[src/rtl/keccak_round_ctrl.sv]
// Round sequencer for one Keccak-f[1600] permutation: accepts a request, steps the
// round-constant address UR rounds per cycle, then holds the result until consumed.
module keccak_round_ctrl #(
   parameter int UR    = 1,
   parameter int CNT_W = 16
) (
   input  logic             clk,
   input  logic             rst,
   input  logic             in_valid,
   output logic             in_ready,
   output logic             load_en,
   output logic [4:0]       rc_addr,
   output logic             round_en,
   output logic             last_round,
   output logic             out_valid,
   input  logic             out_ready,
   output logic             busy,
   output logic [CNT_W-1:0] perm_cnt
);

   typedef enum logic [1:0] {
      IDLE  = 2'd0,
      ROUND = 2'd1,
      HOLD  = 2'd2
   } state_e;

   localparam logic [4:0]       RC_STEP = 5'(UR);
   localparam logic [4:0]       RC_LAST = 5'(24 - UR);
   localparam logic [CNT_W-1:0] CNT_ONE = {{(CNT_W-1){1'b0}}, 1'b1};
   localparam logic [CNT_W-1:0] CNT_MAX = {CNT_W{1'b1}};

   generate
      if (UR != 1 && UR != 2 && UR != 3 && UR != 4 &&
          UR != 6 && UR != 8 && UR != 12 && UR != 24) begin : g_bad_ur
         $error("keccak_round_ctrl: UR must divide 24");
      end
   endgenerate

   state_e           state_q, state_d;
   logic [4:0]       rc_addr_q, rc_addr_d;
   logic [CNT_W-1:0] perm_cnt_q, perm_cnt_d;
   logic             is_idle, is_round, is_hold, at_last;

   always_comb begin
      is_idle  = (state_q == IDLE);
      is_round = (state_q == ROUND);
      is_hold  = (state_q == HOLD);
      at_last  = (rc_addr_q == RC_LAST);
   end

   // Handshake outputs are masked during reset so nothing downstream acts on stale state.
   always_comb begin
      in_ready   = ~rst & is_idle;
      load_en    = ~rst & is_idle & in_valid;
      round_en   = ~rst & is_round;
      last_round = ~rst & is_round & at_last;
      out_valid  = ~rst & is_hold;
      busy       = is_round | is_hold;
      rc_addr    = rc_addr_q;
      perm_cnt   = perm_cnt_q;
   end

   always_comb begin
      state_d    = state_q;
      rc_addr_d  = rc_addr_q;
      perm_cnt_d = perm_cnt_q;
      unique case (state_q)
         IDLE: begin
            rc_addr_d = '0;
            if (in_valid) begin
               state_d = ROUND;
            end
         end
         ROUND: begin
            if (at_last) begin
               state_d   = HOLD;
               rc_addr_d = '0;
            end else begin
               rc_addr_d = rc_addr_q + RC_STEP;
            end
         end
         HOLD: begin
            if (out_ready) begin
               state_d = IDLE;
               if (perm_cnt_q != CNT_MAX) begin
                  perm_cnt_d = perm_cnt_q + CNT_ONE;
               end
            end
         end
         default: begin
            state_d   = IDLE;
            rc_addr_d = '0;
         end
      endcase
   end

   always_ff @(posedge clk) begin
      if (rst) begin
         state_q    <= IDLE;
         rc_addr_q  <= '0;
         perm_cnt_q <= '0;
      end else begin
         state_q    <= state_d;
         rc_addr_q  <= rc_addr_d;
         perm_cnt_q <= perm_cnt_d;
      end
   end

endmodule

[config.mk]
export PLATFORM = sky130hd
export DESIGN_NAME = keccak_round_ctrl
export DESIGN_NICKNAME = d
export VERILOG_FILES = /design/src/rtl/keccak_round_ctrl.sv
export SDC_FILE = /design/constraint.sdc
export NUM_CORES = 1
export LEC_CHECK = 0
export ABC_AREA = 1
export CAP_MARGIN = 0
export CORE_ASPECT_RATIO = 0.7
export CORE_MARGIN = 5
export CORE_UTILIZATION = 53
export DETAILED_ROUTE_END_ITERATION = 10
export PLACE_DENSITY = 0.94
export RECOVER_POWER = 50
export SETUP_SLACK_MARGIN = 0.15
export SYNTH_ARGS = -nofsm -noshare
export SYNTH_HDL_FRONTEND = slang
export SYNTH_SLANG_ARGS = --single-unit
export TNS_END_PERCENT = 1
[constraint.sdc]
create_clock -name clk -period 4.37 [get_ports clk]
set_input_delay 0.874 -clock clk [delete_from_list [all_inputs] [get_ports clk]]
set_output_delay 0.874 -clock clk [all_outputs]
set_load 0.005 [all_outputs]
==> impl_summary.log, run 1 <==
INFO  metric drc_errors = 0
INFO  metric post_synth_mux_area_share = 0
INFO  metric postCtsSetupBuffers = 0
INFO  metric yosysUniqueCellTypes = 21
INFO  metric tritoncts = built
INFO  metric vias_per_cell = 5.19
INFO  metric drv_slew = 0
INFO  metric timing.critical_path.from_type = input pin
INFO  metric cts-root-to-sink-buffers = 2
INFO  metric timing.slew.headroom = 0.433
INFO  metric fp-row-count = 15
INFO  metric yosysWarnings = 0
INFO  metric worst_ep_arrival_time = 2.30 ns
INFO  metric end_kind = output port
INFO  metric xor_and_xnor_fraction_of_the_mapped_netlist_area = 0.00652
INFO  metric slowest_delay = 0.63 ns
INFO  metric detail_route.wirelength = 3190 um
INFO  metric required_arrival_time_at_the_worst_endpoint = 3.50 ns
INFO  metric worstSetupPathType = input pin to output port
INFO  metric synthArstFlopShare = 0
INFO  metric start_util = 0.550
INFO  metric max-vdd-ir-drop = 0.000328 V
INFO  metric net_switching_power_of_the_design = 193 uW
INFO  metric post_route_cells_drive_above_1_share = 0.0410
INFO  metric clock_sink_count = 23
INFO  metric sw_frac_of_total = 0.349
INFO  metric power.internal = 360 uW
INFO  metric global_route.overflow_total = 0
INFO  metric upper_clock_frequency_limit = 0.315 GHz
INFO  metric critical_path.max_fanout = 6
INFO  metric setup_ws = 1.19 ns
INFO  metric seq_area_frac_synth = 0.343
INFO  metric postRouteAntennaNets = 0
INFO  metric synthesis.area_per_instance = 6.30 sq um
INFO  metric synth-simple-area-share = 0.421
INFO  metric worst_hold_path_type = flip-flop to flip-flop
INFO  metric source_to_sink_clock_delay_at_the_later_pin_of_the_worst_skew_pair = 0.32 ns
INFO  metric io-pin-count = 31
INFO  metric fin_crit = 3.18 ns
INFO  metric power.density = 326 nW/um^2
INFO  metric layout_worst_path_cycle_share = 0.727
INFO  metric buf_inv_stages_crit_path = 2
INFO  metric synth_compound_area_frac = 0.0801
INFO  metric finalHoldViolations = 0
INFO  metric post_synth_main_area_contributors = sky130_fd_sc_hd__dfxtp_1 34%, sky130_fd_sc_hd__nand2_1 15%, sky130_fd_sc_hd__nor2_1 13%
INFO  metric h-tree-depth = 1
INFO  metric postSynthCellCount = 213
INFO  metric insertedDiodeCount = 0
INFO  metric dr_total_vias = 1,443
INFO  metric synth_top_family_by_area = simple AND/OR/NAND/NOR gates
INFO  metric post-synth-top-count-cell = sky130_fd_sc_hd__nand2_1
INFO  metric worst_pin_slew = 0.850 ns
INFO  metric grt_pass1_vias = 1,268
INFO  metric synth_ff_type = sky130_fd_sc_hd__dfxtp_1
INFO  metric port-buffer-count = 30
INFO  metric p_leak = 0.000720 uW
INFO  metric post_synth_fa_ha_maj_area_fraction = 0.0559
INFO  metric dp_hpwl = 2450 um
INFO  metric cts.clk_slew.worst_paths = 0.14 ns
INFO  metric synth_seq_cells = 23
INFO  metric post_cts_resize_count = 0
INFO  metric globalplace.congestion = 0.894
INFO  metric pwr-share-clk = 0.182
INFO  metric core_footprint = 2440 sq um
INFO  metric buffer_cell_driving_the_clock_tree_root = sky130_fd_sc_hd__clkbuf_4
INFO  metric grt_start_max_net_pins = 23
INFO  metric setup-violations-final = 0
INFO  metric combined_global_route_utilization_of_all_metal_layers = 0.187
INFO  metric status = complete, no violations
INFO  metric detail_route.wl_per_cell = 11.5 um
INFO  metric comb_power_share = 0.370
INFO  metric crit_path_top_delay_cell = sky130_fd_sc_hd__dlygate4sd3_1
INFO  metric grt_first_pass_wirelength = 5490 um
INFO  metric critical_path.cell_chain = dlygate4sd3_1 > nor2_1 > clkdlybuf4s50_1
INFO  metric synth_top_cells_by_count = 55 x sky130_fd_sc_hd__nand2_1, 48 x sky130_fd_sc_hd__nor2_1, 27 x sky130_fd_sc_hd__inv_1
INFO  metric dieHeight = 52.1 um
INFO  metric clock-skew-final = 0.0193 ns
INFO  metric die_area = 3660 sq um
INFO  metric critical-path-top-delay-family = buffers and inverters
INFO  metric synth_top_cell_by_area = sky130_fd_sc_hd__dfxtp_1
INFO  metric syn_nets = 223
INFO  metric syn-cell-area = 1340 sq um
INFO  metric setup_repair_after_global_routing_missed_its_margin = no
INFO  metric cts_hold_buf = 0
INFO  metric post-synth-top-area-fraction = 0.343
INFO  metric num-nets-final = 255
INFO  metric die_width = 70.2 um
INFO  metric pre_cts_ws = 1.31 ns
INFO  metric detailedRoute.firstIterationViolations = 94
INFO  metric drv_cap = 0
INFO  metric detailedRoute.firstPassIterationCount = 4
INFO  metric pwr-share-seq = 0.449
INFO  metric final.setup.tns = 0 ns
INFO  metric r2r_slack = 2.69 ns
INFO  metric synthToLayoutAreaGrowth = 26.1%
INFO  metric count_of_flip_flops_with_a_built_in_enable_after_synthesis = 0
INFO  metric grt_antenna_before_repair = 0
INFO  metric tritoncts.num_buffers = 3
## final timing paths
path / depth (start not counted) / endpoint / start
max: 3 / round_en / rst
min reg2reg: 2 / rc_addr[0] / rc_addr[0]
min: 2 / rc_addr[0] / rc_addr[0]
max reg2reg: 8 / perm_cnt[11] / perm_cnt[0]
## layer usage
metal	up-vias	track usage	part of all wire
li1	731	-	-
met5	-	0	0
met2	48	0.293	0.42
met3	2	0.0463	0.080
met4	0	0.0510	0.0085
met1	662	0.256	0.49
## stage by stage
step           hold WS, ns  total power [uW]  utilization  cells  cell area, sq um
4_1_cts              0.525               553        0.695    278              1700
3_5_place_dp         0.507               456        0.684    274              1670
3_3_place_gp         0.497               453        0.684    274              1670
6_report             0.540               553        0.694    278              1690
5_1_grt              0.560               596        0.694    278              1690
2_1_floorplan        0.489               367            -    213              1340
## registers in the layout, summed over array words and instances, names as in the netlist
register and count:
state_q 2, rc_addr 5, perm_cnt 16
## cells in the final DEF (no fill, tap or decap)
| cell | Yosys | routed |
|---|---|---|
| sky130_fd_sc_hd__nor2_1 | 48 | 48 |
| sky130_fd_sc_hd__a21oi_1 | 13 | 13 |
| sky130_fd_sc_hd__a32o_1 | 1 | 1 |
| sky130_fd_sc_hd__ha_1 | 6 | 6 |
| sky130_fd_sc_hd__nand3_1 | 15 | 15 |
| sky130_fd_sc_hd__nand4_4 | 1 | 1 |
| sky130_fd_sc_hd__nor2_2 | 4 | 4 |
| sky130_fd_sc_hd__dfxtp_1 | 23 | 23 |
| sky130_fd_sc_hd__and3_1 | 1 | 1 |
| sky130_fd_sc_hd__nand4_1 | 3 | 3 |
| sky130_fd_sc_hd__clkinv_2 | 0 | 1 |
| sky130_fd_sc_hd__nand2_1 | 55 | 55 |
| sky130_fd_sc_hd__nor2_4 | 1 | 1 |
| sky130_fd_sc_hd__inv_1 | 27 | 27 |
| sky130_fd_sc_hd__and2_1 | 1 | 1 |
| sky130_fd_sc_hd__o21ai_0 | 4 | 4 |
| sky130_fd_sc_hd__nor3_1 | 3 | 3 |
| sky130_fd_sc_hd__clkdlybuf4s50_1 | 0 | 27 |
| sky130_fd_sc_hd__clkbuf_1 | 2 | 1 |
| sky130_fd_sc_hd__xor2_1 | 1 | 1 |
| sky130_fd_sc_hd__o22ai_1 | 2 | 2 |
| sky130_fd_sc_hd__dlygate4sd3_1 | 0 | 3 |
| sky130_fd_sc_hd__clkbuf_4 | 0 | 3 |
## power groups by stage
stage	Combinational [uW]	Sequential (uW)	Clock, uW
after floorplan	118	249	0
after global placement	202	251	0
after detailed placement	203	253	0
after CTS	204	248	101
after global routing	230	252	114
final	204	248	100
## cell families (layout without fill, tap and decap cells)
logic type / count (synthesis) / after routing
AOI/OAI and AO/OA: 20 / 20
xor gates and xnor gates: 1 / 1
adders and majority gates: 6 / 6
buffers and inverters: 31 / 62
DFF: 23 / 23
and+or+nand+nor: 132 / 132
## worst min-delay path, delay by kind of cell (launching register included)
family / cells / cell delay (ns)
AOI/OAI and AO/OA: 1 / 0.06
buffers and inverters: 1 / 0.08
DFF: 1 / 0.37
## final cells by class
class / instances / area [sq um]
sequential: 23 / 460
fill: 223 / 747
tap: 34 / 42.5
clock inverter: 1 / 5.00
multi-input combinational: 159 / 757
timing repair buffer: 31 / 304
inverter: 27 / 101
clock buffer: 3 / 22.5
(Power assumes the default switching activity.)
==> inputs of run 2 (changes only) <==
CORE_UTILIZATION = 49   (was 53)
PLACE_DENSITY = 0.88   (was 0.94)
clock period = 3.26 ns   (was 4.37 ns; I/O delays follow)
==> run 2 against run 1 <==
Compared with the run above: non-clock buffer count did not move; critical endpoint unchanged; critical path type unchanged; global-route usage fell by 0.90 points; sequential power rose by 33%; worst setup slack got worse by 0.66 ns; critical path depth did not move; sequential share of layout area fell by 0.30 points; register-to-register slack got worse by 1.1 ns; utilization fell by 1.8 points; die area rose by 6.8%; via count fell by 1.9%; first-iteration DRC count rose by 17%.
==> impl_summary.log, run 2 (synthesized netlist as in run 1, its figures left out) <==
INFO  metric timing.slew.headroom = 0.458 (+0.0241)
INFO  metric post_cts_resize_count = 0 (unchanged)
INFO  metric pwr-share-seq = 0.422 (-0.027)
INFO  metric final.setup.tns = 0 ns (unchanged)
INFO  metric combined_global_route_utilization_of_all_metal_layers = 0.178 (-0.00896)
INFO  metric power.internal = 521 uW (+45%)
INFO  metric cts_hold_buf = 0 (unchanged)
INFO  metric worst_hold_path_type = flip-flop to flip-flop
INFO  metric sw_frac_of_total = 0.337 (-0.0120)
INFO  metric critical_path.max_fanout = 6 (unchanged)
INFO  metric fin_crit = 2.72 ns
INFO  metric worstSetupPathType = input pin to output port
INFO  metric insertedDiodeCount = 0 (unchanged)
INFO  metric source_to_sink_clock_delay_at_the_later_pin_of_the_worst_skew_pair = 0.27 ns (-0.05 ns)
INFO  metric post_route_cells_drive_above_1_share = 0.0410 (unchanged)
INFO  metric dieHeight = 53.8 um (+3.2%)
INFO  metric drv_cap = 0 (unchanged)
INFO  metric comb_power_share = 0.353 (-0.017)
INFO  metric detail_route.wirelength = 3180 um (-0.25%)
INFO  metric drv_slew = 0 (unchanged)
INFO  metric worst_hold_path.num_cells = 2 (unchanged)
INFO  metric final_cell_mix = 55 x sky130_fd_sc_hd__nand2_1, 48 x sky130_fd_sc_hd__nor2_1, 27 x sky130_fd_sc_hd__inv_1
INFO  metric timing.critical_path.from_type = input pin
INFO  metric io-pin-count = 31 (unchanged)
INFO  metric post-layout-total-power = 785 uW (+42%)
INFO  metric timing.hold.ws = 0.511 ns (-0.0290 ns)
INFO  metric r2r-end = perm_cnt[11]
INFO  metric p_leak = 0.000748 uW (+3.9%)
INFO  metric grt_start_max_net_pins = 23 (unchanged)
INFO  metric setup_ws = 0.537 ns (-0.656 ns)
INFO  metric required_arrival_time_at_the_worst_endpoint = 2.61 ns (-0.89 ns)
INFO  metric tritoncts.num_buffers = 3 (unchanged)
INFO  metric detailedRoute.firstIterationViolations = 110 (+17%)
INFO  metric grt_first_pass_wirelength = 5420 um (-1.3%)
INFO  metric grt_pass1_vias = 1,219 (-3.9%)
INFO  metric min-delay-start = rc_addr[0]
INFO  metric fp-row-count = 15 (unchanged)
INFO  metric upper_clock_frequency_limit = 0.367 GHz
INFO  metric mostFrequentLayoutCell = sky130_fd_sc_hd__nand2_1
INFO  metric h-tree-depth = 1 (unchanged)
INFO  metric cts.clk_slew.worst_paths = 0.08 ns (-0.06 ns)
INFO  metric largest_register_ffs = 16 (unchanged)
INFO  metric pwr-share-clk = 0.225 (+0.043)
INFO  metric r2r_slack = 1.55 ns (-1.14 ns)
INFO  metric globalplace.congestion = 0.873 (-2.4%)
INFO  metric max-vdd-ir-drop = 0.000388 V (+18%)
INFO  metric placed_cells = 274 (unchanged)
INFO  metric finalHoldViolations = 0 (unchanged)
INFO  metric worst_reg_to_reg_path_cell_count = 8 (unchanged)
INFO  metric dp_hpwl = 2480 um (+1.0%)
INFO  metric port-buffer-count = 30 (unchanged)
INFO  metric status = complete, no violations
INFO  metric pre_cts_ws = 0.651 ns (-0.661 ns)
INFO  metric clock-skew-final = 0.00304 ns (-0.0162 ns)
INFO  metric num-nets-final = 255 (unchanged)
INFO  metric synthToLayoutAreaGrowth = 27.5%
INFO  metric end_kind = output port
INFO  metric layout_worst_path_cycle_share = 0.835
INFO  metric die_area = 3900 sq um (+6.8%)
INFO  metric clock_sink_count = 23 (unchanged)
INFO  metric grt_antenna_before_repair = 0 (unchanged)
INFO  metric hold_end = rc_addr[0]
INFO  metric start_util = 0.530 (-0.0204)
INFO  metric final_cells = 278 (unchanged)
INFO  metric vias_per_cell = 5.09 (-1.9%)
INFO  metric worst_ep_arrival_time = 2.07 ns (-0.23 ns)
INFO  metric die_width = 72.6 um (+3.4%)
INFO  metric buffer_cell_driving_the_clock_tree_root = sky130_fd_sc_hd__clkbuf_8
INFO  metric setup_repair_after_global_routing_missed_its_margin = no
INFO  metric dr_total_vias = 1,416 (-1.9%)
INFO  metric net_switching_power_of_the_design = 265 uW (+37%)
INFO  metric core_footprint = 2530 sq um (+3.8%)
INFO  metric tritoncts = built
INFO  metric drc_errors = 0 (unchanged)
INFO  metric r2r-start = perm_cnt[0]
INFO  metric detailedRoute.firstPassIterationCount = 4 (unchanged)
INFO  metric setup-violations-final = 0 (unchanged)
INFO  metric worst_pin_slew = 0.814 ns (-0.0361 ns)
INFO  metric power.density = 459 nW/um^2 (+41%)
INFO  metric cts-root-to-sink-buffers = 2 (unchanged)
INFO  metric postCtsSetupBuffers = 0 (unchanged)
INFO  metric global_route.overflow_total = 0 (unchanged)
INFO  metric detail_route.wl_per_cell = 11.4 um (-0.25%)
INFO  metric postRouteAntennaNets = 0 (unchanged)
==> run 2: area by class of cell <==
class	instances	area, sq um
Fill cell	232	822
Multi-Input combinational cell	159	757
Sequential cell	23	460
Timing Repair Buffer	31	304
Inverter	27	101
Tap cell	34	42.5
Clock buffer	3	41.3
Clock inverter	1	5.00
==> run 2: layer usage <==
| layer | track usage | up-vias | part of all wire |
|---|---|---|---|
| met4 | 0.0460 | 0 | 0.0091 |
| met3 | 0.0466 | 5 | 0.068 |
| met5 | 0 | - | 0 |
| li1 | - | 734 | - |
| met1 | 0.254 | 635 | 0.53 |
| met2 | 0.265 | 42 | 0.40 |
==> run 2: worst max-delay path by stage <==
stage | startpoint | to | slack (ns) | cells after the start
detailed placement | rst | round_en | 0.65 | 3
finish | rst | round_en | 0.54 | 3
floorplan | rst | load_en | 1.48 | 3
global placement | rst | round_en | 0.68 | 3
global route | rst | round_en | 0.47 | 3
CTS | rst | round_en | 0.66 | 3
==> run 2: critical path, stage by stage <==
cell	delay, ns
sky130_fd_sc_hd__dlygate4sd3_1	0.61
sky130_fd_sc_hd__nor2_1	0.25
sky130_fd_sc_hd__clkdlybuf4s50_1	0.55
==> run 2: stage by stage <==
stage,cell area [sq um],util
floorplan,1340,-
global placement,1670,0.659
detailed placement,1670,0.659
CTS,1720,0.677
global route,1710,0.676
finish,1710,0.676
==> run 2: power groups by stage <==
stage          registers (uW)  logic [uW]  clock network [uW]
5_1_grt                   336         316                 193
6_report                  331         277                 177
3_5_place_dp              337         279                   0
3_3_place_gp              336         277                   0
4_1_cts                   331         281                 182
2_1_floorplan             334         158                   0
